[src/rtl/dsm_pkg.sv]
// Shared definitions for the delta-sigma front end: default sizes, FSM state
// encoding and a constant-evaluable ceil(log2) helper.
package dsm_pkg;

  localparam int unsigned DSM_DATA_WIDTH = 16;
  localparam int unsigned DSM_OSR        = 64;

  typedef enum logic {
    ST_WAIT = 1'b0,
    ST_RAMP = 1'b1
  } dsm_state_t;

  // Smallest r with 2**r >= value.
  function automatic int unsigned dsm_clog2(input int unsigned value);
    int unsigned r;
    r = 0;
    for (int unsigned i = 0; i < 32; i++) begin
      if ((32'd1 << i) < value) r = i + 1;
    end
    return r;
  endfunction

endpackage

[src/rtl/dsm_strobe_gen.sv]
// Free-running divider: one-cycle strobe every EN_DIV clocks, starting on the
// first edge after reset release. tick_c is the decision, en its registered copy.
module dsm_strobe_gen
  import dsm_pkg::*;
#(
  parameter int unsigned EN_DIV = 1
) (
  input  logic clk,
  input  logic rst_n,
  output logic tick_c,
  output logic en
);

  localparam int unsigned    CNT_W   = (EN_DIV > 1) ? dsm_clog2(EN_DIV) : 1;
  localparam logic [CNT_W-1:0] CNT_MAX = CNT_W'(EN_DIV - 1);

  logic [CNT_W-1:0] cnt;

  assign tick_c = (cnt == '0);

  // Wrap-around divide counter and registered strobe
  always_ff @(posedge clk or negedge rst_n) begin
    if (!rst_n) begin
      cnt <= '0;
      en  <= 1'b0;
    end else begin
      cnt <= (cnt == CNT_MAX) ? '0 : cnt + CNT_W'(1);
      en  <= tick_c;
    end
  end

endmodule

[src/rtl/dsm_interp.sv]
// Oversampling interpolator feeding the delta-sigma modulator: produces OSR
// output samples per input sample, one per strobe.
// DSM_INTERP_LINEAR_EN defined: linear ramp from base to target.
// DSM_INTERP_LINEAR_EN undefined: zero-order hold of target.
module dsm_interp
  import dsm_pkg::*;
#(
  parameter int unsigned DATA_WIDTH = DSM_DATA_WIDTH,
  parameter int unsigned OSR        = DSM_OSR,
  parameter int unsigned EN_DIV     = 1
) (
  input  logic                         i_clk,
  input  logic                         i_rst_n,
  input  logic                         i_valid,
  output logic                         o_ready,
  input  logic signed [DATA_WIDTH-1:0] i_data,
  output logic                         o_en,
  output logic signed [DATA_WIDTH-1:0] o_data,
  output logic                         o_underrun
);

  localparam int unsigned  L      = dsm_clog2(OSR);
  localparam int unsigned  K_W    = L + 1;
  localparam logic [K_W-1:0] K_ONE  = K_W'(1);
  localparam logic [K_W-1:0] K_OSR  = K_W'(OSR);
  localparam logic [K_W-1:0] K_LAST = K_W'(OSR - 1);

  dsm_state_t                   state, state_next;
  logic                         tick_c;
  logic [K_W-1:0]               k;
  logic                         pend_empty;
  logic signed [DATA_WIDTH-1:0] pend_data;
  logic signed [DATA_WIDTH-1:0] base;
  logic signed [DATA_WIDTH-1:0] target;
  logic                         accept_c;
  logic                         start_c;
  logic                         last_c;
  logic                         bypass_c;
  logic                         underrun_c;
  logic signed [DATA_WIDTH-1:0] src_c;
  logic signed [DATA_WIDTH-1:0] out_c;

`ifdef DSM_INTERP_LINEAR_EN
  localparam int unsigned D1_W  = DATA_WIDTH + 1;
  localparam int unsigned ACC_W = DATA_WIDTH + 1 + L;

  logic signed [D1_W-1:0]  delta;
  logic signed [D1_W-1:0]  delta_new_c;
  logic signed [ACC_W-1:0] acc;
  logic signed [ACC_W-1:0] acc_next_c;
`endif

  dsm_strobe_gen #(
    .EN_DIV (EN_DIV)
  ) u_strobe (
    .clk    (i_clk),
    .rst_n  (i_rst_n),
    .tick_c (tick_c),
    .en     (o_en)
  );

  assign o_ready = pend_empty;

  // FSM state register
  always_ff @(posedge i_clk or negedge i_rst_n) begin
    if (!i_rst_n) state <= ST_WAIT;
    else          state <= state_next;
  end

  // Next state: enter RAMP on segment start, fall back to WAIT on underrun
  always_comb begin
    state_next = state;
    case (state)
      ST_WAIT: if (start_c)    state_next = ST_RAMP;
      ST_RAMP: if (underrun_c) state_next = ST_WAIT;
      default:                 state_next = ST_WAIT;
    endcase
  end

  // Strobe decisions; an idle WAIT strobe can take the incoming sample directly
  always_comb begin
    accept_c = i_valid && pend_empty;
    src_c    = pend_empty ? i_data : pend_data;
    start_c  = 1'b0;
    last_c   = 1'b0;
    if (tick_c) begin
      if (state == ST_WAIT) begin
        start_c = !pend_empty || i_valid;
      end else begin
        start_c = (k == K_OSR);
        last_c  = (k == K_LAST);
      end
    end
    bypass_c   = accept_c && start_c;
    underrun_c = last_c && pend_empty;
  end

`ifdef DSM_INTERP_LINEAR_EN
  // Step value base + floor(delta*k / OSR) from the running delta*k sum
  always_comb begin
    delta_new_c = D1_W'(src_c) - D1_W'(base);
    acc_next_c  = start_c ? ACC_W'(delta_new_c) : acc + ACC_W'(delta);
    out_c       = DATA_WIDTH'(ACC_W'(base) + (acc_next_c >>> L));
  end
`else
  // Every step of a segment repeats the target
  always_comb begin
    out_c = start_c ? src_c : target;
  end
`endif

  // Segment registers and output sample
  always_ff @(posedge i_clk or negedge i_rst_n) begin
    if (!i_rst_n) begin
      k          <= '0;
      base       <= '0;
      target     <= '0;
      o_data     <= '0;
      o_underrun <= 1'b0;
`ifdef DSM_INTERP_LINEAR_EN
      delta      <= '0;
      acc        <= '0;
`endif
    end else begin
      o_underrun <= underrun_c;
      if (start_c) begin
        target <= src_c;
        k      <= K_ONE;
        o_data <= out_c;
`ifdef DSM_INTERP_LINEAR_EN
        delta  <= delta_new_c;
        acc    <= acc_next_c;
`endif
      end else if (tick_c && (state == ST_RAMP)) begin
        k      <= k + K_ONE;
        o_data <= out_c;
`ifdef DSM_INTERP_LINEAR_EN
        acc    <= acc_next_c;
`endif
        if (last_c) base <= target;
      end else if (tick_c) begin
        o_data <= base;
      end
    end
  end

  // One-entry pending register; bypassed samples never occupy it
  always_ff @(posedge i_clk or negedge i_rst_n) begin
    if (!i_rst_n) begin
      pend_empty <= 1'b1;
      pend_data  <= '0;
    end else if (accept_c && !bypass_c) begin
      pend_empty <= 1'b0;
      pend_data  <= i_data;
    end else if (start_c && !pend_empty) begin
      pend_empty <= 1'b1;
    end
  end

endmodule

[config.mk]
export PLATFORM = sky130hd
export DESIGN_NAME = dsm_interp
export DESIGN_NICKNAME = d
export VERILOG_FILES = /design/src/rtl/dsm_pkg.sv /design/src/rtl/dsm_strobe_gen.sv /design/src/rtl/dsm_interp.sv
export SDC_FILE = /design/constraint.sdc
export NUM_CORES = 1
export LEC_CHECK = 0
export CAP_MARGIN = 0
export CORE_MARGIN = 1
export CORE_UTILIZATION = 57
export DETAILED_ROUTE_END_ITERATION = 10
export PLACE_DENSITY = 0.86
export SLEW_MARGIN = 10
export SYNTH_ARGS = -nofsm -noshare
export SYNTH_HDL_FRONTEND = slang
export SYNTH_SLANG_ARGS = --single-unit
export TNS_END_PERCENT = 30
[constraint.sdc]
create_clock -name i_clk -period 2.5 [get_ports i_clk]
set_clock_uncertainty 0.05 [all_clocks]
set_input_delay 0.5 -clock i_clk [delete_from_list [all_inputs] [get_ports i_clk]]
set_output_delay 0.5 -clock i_clk [all_outputs]
set_load 0.05 [all_outputs]
Yosys cells after proc, flatten, opt, wreduce, memory -nomap -nowiden. Cells that the tools add are included.

Flip-flop bits (word level): 76. Output and inout port bits: 19. Memory bits (writable): 0. Bits in read-only memories: 0. Bits in latches: 0. Memories: 0. Logic and storage cells: 47.

Shift-type cells: 0. Bitwise operators: 3. Eq/ne operators: 3. Reduce and logical (&&, ||, !) cells: 12. Divide/modulo/power cells: 0. Multiply operators: 0. $lt $le $gt $ge: 0. Add/sub/neg operators: 2. Mux-type cells: 17.

Operator list (number): 2-to-1 mux 16 bit (5); 2-to-1 mux 7 bit (2); 2-to-1 mux 1 bit (9); adder 7 x 1 -> 7 bit, second input constant (1); equality test 7 x 6 -> 1 bit, second input constant (1); equality test 7 bit, second input constant (1); logical AND 1 bit (6); nonzero test 2 bit (2); != test 3 bit, second input constant (1); NOT 1 bit (3); AND reduction 3 bit (1); logical NOT 1 bit (2); case mux 1 bit (2 select lines) (1); adder 1 bit, second input constant (1); logical OR 1 bit (1).

Depth between registers and ports, before layout.
Depth in word-level cells: 8. Depth in mapped cells: 8.

Cells and area by module. From an unflattened synthesis, not the netlist that was laid out.

Cell total of the unflattened synthesis: 283. Area total of the unflattened synthesis: 3423.3 um^2.

Modules (own cells, without submodules): dsm_interp (sequential area each 1853.0 um^2, instances 1, cells each 280, area an instance 3387.0 um^2); dsm_strobe_gen (sequential area each 25.0 um^2, instances 1, cells each 3, area an instance 36.3 um^2).

Worst setup path after synthesis. OpenSTA, ideal clock, no wires.

Kind: register to register. Start: reg pend_empty (netlist: o_ready). End: reg o_data[10]. Slack: 0.408 ns. Period minus slack after synthesis: 2.092 ns. Data arrival time: 1.915 ns. Stages on the path, launching flop included: 6. Buffers on the path: 2. Setup time: 0.126 ns. Path through: dfstp_2 -> buf_4 -> buf_2 -> mux2_2 -> o211a_1 -> a311o_1.

Longest elaborated chain between the ends: 7.

Ends and longest elaborated chain: start: declaration (RTL line dsm_interp.sv:31) `logic pend_empty;`; start signal: assignment (RTL line dsm_interp.sv:150) `pend_empty <= 1'b1;`; start signal: assignment (RTL line dsm_interp.sv:153) `pend_empty <= 1'b0;`; start signal: assignment (RTL line dsm_interp.sv:156) `pend_empty <= 1'b1;`; logical NOT 1 bit (RTL line dsm_interp.sv:88) `start_c = !pend_empty || i_valid;`; logical OR 1 bit (RTL line dsm_interp.sv:88); 2-to-1 mux 1 bit (RTL line dsm_interp.sv:87) `if (state == ST_WAIT) begin`; 2-to-1 mux 1 bit (RTL line dsm_interp.sv:86) `if (tick_c) begin`; 2-to-1 mux 16 bit; 2-to-1 mux 16 bit (RTL line dsm_interp.sv:134) `end else if (tick_c && (state == ST_RAMP)) begin`; 2-to-1 mux 16 bit (RTL line dsm_interp.sv:126) `if (start_c) begin`; end signal: assignment (RTL line dsm_interp.sv:129) `o_data <= out_c;`; end signal: assignment (RTL line dsm_interp.sv:136) `o_data <= out_c;`; end signal: assignment (RTL line dsm_interp.sv:142) `o_data <= base;`; end: declaration (RTL line dsm_interp.sv:18) `output logic signed [DATA_WIDTH-1:0] o_data,`.

Several ways; a longest one is shown, not always the timed one. A chain may end at the register's enable or synchronous reset.

Final worst setup path.
Start: in i_valid. End: reg o_data[12].

Longest elaborated chain between the ends: 6.

Ends and longest elaborated chain: start: declaration (RTL line dsm_interp.sv:14) `input logic i_valid,`; logical OR 1 bit (*) (RTL line dsm_interp.sv:88); 2-to-1 mux 1 bit (*) (RTL line dsm_interp.sv:87); 2-to-1 mux 1 bit (*) (RTL line dsm_interp.sv:86); 2-to-1 mux 16 bit; 2-to-1 mux 16 bit (RTL line dsm_interp.sv:134); 2-to-1 mux 16 bit (RTL line dsm_interp.sv:126).

Every way passes the cells marked *; elsewhere a longest branch is shown, timed or not.

==> metrics.md <==
| Metric | Value |
|---|---|
| Maximum fanout encountered on the critical timing path | 12 |
| Final Hold Vio Count | 0 |
| DRC violation total after the first TritonRoute iteration | 198 |
| Slowest Stage Delay on Critical Path | 660 ps |
| Number of setup buffers added after CTS | 0 |
| Max-slew headroom at the worst pin | 0.613 |
| Global-route wire length before repair | 13.4 mm |
| Worst path cell trace | clkdlybuf4s50_1, buf_4, or3b_2, o211a_1, a311o_1 |
| Final setup violating endpoints | 0 |
| Clock-pin slew reported for the worst setup and hold paths after clock tree synthesis | 70 ps |
| Pin count of the biggest net entering global routing | 46 |
| Post-synthesis area per instance | 12.8 um2 |
| Die area | 6900 um2 |
| Slowest cell on crit path | sky130_fd_sc_hd__clkdlybuf4s50_1 |
| Worst Setup Start Kind | input port |
| Setup TNS Final | 0 ps |
| Hold-fix buffers at CTS | 0 |
| Row cnt | 29 |
| Period Utilization, post-route | 0.859 |
| Area grow syn2layout | 18.4% |
| Number of nets in the layout | 359 |
| Routed wire per std cell | 18.8 um |
| Remaining DRCs | 0 |
| Maximum Capacitance Violations | 0 |
| Most used cells in the layout excluding fill and tap cells | 74 x sky130_fd_sc_hd__dfrtp_1, 44 x sky130_fd_sc_hd__mux2_2, 35 x sky130_fd_sc_hd__clkdlybuf4s50_1, 25 x sky130_fd_sc_hd__nand2_1, 24 x sky130_fd_sc_hd__buf_4 |
| Highest clock frequency the design can meet | 466 MHz |
| Async SR Flop Fraction | 1.00 |
| Total global routing track utilization | 0.252 |
| Number of warnings issued by yosys | 0 |
| Count of fill cells added during filler insertion | 433 |
| Static power due to leakage | 2.28 nW |
| Number of cells on the worst reg-to-reg path | 5 |
| Number of antenna diodes | 0 |
| Worst setup endpoint | o_data[12] |
| Detailed-route vias per instance | 6.04 |
| Post-Place Cell Area | 4210 um2 |
| Gr ovfl total | 0 |
| Sequential element share of the synthesized area | 0.501 |
| Distinct cell type count after synthesis | 44 |
| Leading cell type in the layout, fill and taps excluded | sky130_fd_sc_hd__dfrtp_1 |
| Worst hold margin | 99.2 ps |
| Post-route design area | 4440 um2 |
| Antenna violations before repair | 0 |
| Total power | 0.00247 W |
| Max Buffers Root-to-Sink | 2 |
| Start point of the critical path | i_valid |
| Area of the placeable core | 6350 um2 |
| Maximum vdd drop | 0.405 mV |
| Post-synthesis cell area | 3750 um2 |
| Routability-driven placement congestion ratio | 0.821 |
| Cell count after synthesis | 294 |
| Setup slack on the worst flop-to-flop path | 430 ps |
| TritonCTS clock tree | yes |
| Clock buffer count from CTS | 9 |
| Final Routed Wirelength | 7.91 mm |
| Number of buffers inserted by port buffering | 37 |
| Power per cell area | 556 nW/um2 |
| Kind of end point of the critical path | flop |
| Worst R2R Start | k[0] |
| Unrepaired setup endpoints after global routing | false |
| Die Width | 83.1 um |
| Crit Path Category | input port to flop |
| Vias in the first global route | 2674 |
| Sinks on Clock Net | 75 |
| Signal arrival time at the worst endpoint | 2330 ps |
| Min cycle time layout | 2150 ps |
| Dominant synthesized flop cell | sky130_fd_sc_hd__dfrtp_1 |
| Clock root buffer | sky130_fd_sc_hd__clkbuf_8 |
| Worst Path Required | 2680 ps |
| Detailed Routing Iterations Pass 1 | 5 |
| Detail Placement HPWL | 5.07 mm |
| Utilization of the core after routing | 0.699 |
| Final ANT Viol Nets | 0 |
| Number of levels in the clock H-tree | 3 |
| IO Pins | 38 |
| Height of the die | 83.1 um |
| Clock latency on the worst-skew pair | 350 ps |
| Worst Hold Class | input port to async pin |
| Total number of vias | 2535 |
| Nets in the synthesized netlist | 315 |
| Number of enable-type register cells in the synthesized netlist | 0 |
| Number of slew-limit violations in the final report | 0 |
| Result of the run | complete, no violations |
| FF+latch count, synth | 75 |
| Slew at the pin closest to its max-slew limit | 581 ps |
| Fraction of layout instances using a drive strength above 1 | 0.315 |
| CTS resizes | 0 |
| Initial standard-cell utilization of the core | 0.590 |
| Reg-to-Reg End | base[14] |
==> sequential cells by signal, summed over array words and instances (netlist names) <==
signal	flops
base	16
o_data	16
pend_data	16
target	16
k	7
o_ready	1
o_underrun	1
state	1
u_strobe.en	1
==> how the worst min path moves through the flow <==
| stage | endpoint | cells after the start | slack (ps) | from |
|---|---|---|---|---|
| CTS | base[12] | 1 | 110 | i_rst_n |
| global placement | pend_data[4] | 1 | 430 | pend_data[4] |
| finish | pend_data[10] | 1 | 100 | i_rst_n |
| floorplan | base[0] | 0 | 150 | i_rst_n |
| detailed placement | pend_data[4] | 1 | 440 | pend_data[4] |
| global route | pend_data[9] | 1 | 130 | i_rst_n |
==> Yosys cell counts (5+ instances only) <==
master / number / area (um2)
sky130_fd_sc_hd__or3b_2: 10 / 87.6
sky130_fd_sc_hd__nand2_1: 25 / 93.8
sky130_fd_sc_hd__mux2_2: 44 / 495
sky130_fd_sc_hd__mux2_1: 10 / 113
sky130_fd_sc_hd__mux2_4: 10 / 150
sky130_fd_sc_hd__a21oi_1: 16 / 80.1
sky130_fd_sc_hd__clkbuf_1: 7 / 26.3
sky130_fd_sc_hd__buf_4: 6 / 45.0
sky130_fd_sc_hd__o211a_1: 16 / 160
sky130_fd_sc_hd__dfrtp_1: 74 / 1850
sky130_fd_sc_hd__buf_2: 6 / 30.0
sky130_fd_sc_hd__buf_6: 5 / 56.3
sky130_fd_sc_hd__a311o_1: 16 / 160
sky130_fd_sc_hd__or3b_1: 6 / 52.6
==> where the power goes <==
group | switching, W | leakage (nW) | total [W] | internal (W)
Combinational | 0.0000732 | 1.16 | 0.000159 | 0.0000857
Sequential | 0.0000155 | 1.01 | 0.00126 | 0.00124
Clock | 0.000434 | 0.117 | 0.00105 | 0.000617
Total | 0.000523 | 2.28 | 0.00247 | 0.00195
==> metal layers <==
layer / vias up / wire (um) / global-route usage
li1: 1174 / - / -
met1: 1287 / 3510 / 0.329
met2: 62 / 3930 / 0.411
met3: 12 / 324 / 0.0666
met4: 0 / 147 / 0.0799
met5: - / 0 / 0
==> cells by family (layout without fill, tap and decap cells) <==
logic type / count (synthesis) / in the layout / share of synthesized area
DFF: 75 / 75 / 0.501
muxes: 65 / 65 / 0.205
AOI/OAI and AO/OA: 60 / 60 / 0.131
and+or+nand+nor: 59 / 59 / 0.0985
buffers and inverters: 30 / 79 / 0.0524
adders and majority gates: 2 / 2 / 0.00667
xor gates and xnor gates: 2 / 2 / 0.00467
other: 1 / 1 / 0.00100
==> critical path, delay by kind of cell <==
| kind | cells | cell delay, ps |
|---|---|---|
| buf+inv | 2 | 950 |
| simple gates | 1 | 470 |
| compound gates | 2 | 400 |
==> metrics by stage <==
step           setup slack, ps  std cells
2_1_floorplan              408        294
3_3_place_gp              98.3        404
3_5_place_dp              16.2        404
4_1_cts                    366        420
5_1_grt                    292        420
6_report                   352        420
==> layout make-up <==
| class | count | area [um2] | share of cell area |
|---|---|---|---|
| Clock buffer | 12 | 155 | 0.0349 |
| Tap cell | 77 | 96.3 | 0.0217 |
| Multi-Input combinational cell | 189 | 1670 | 0.377 |
| Timing Repair Buffer | 60 | 551 | 0.124 |
| Clock inverter | 4 | 73.8 | 0.0166 |
| Sequential cell | 75 | 1880 | 0.423 |
| Inverter | 3 | 11.3 | 0.00254 |
Note: power is estimated with default switching activity, not from simulation.
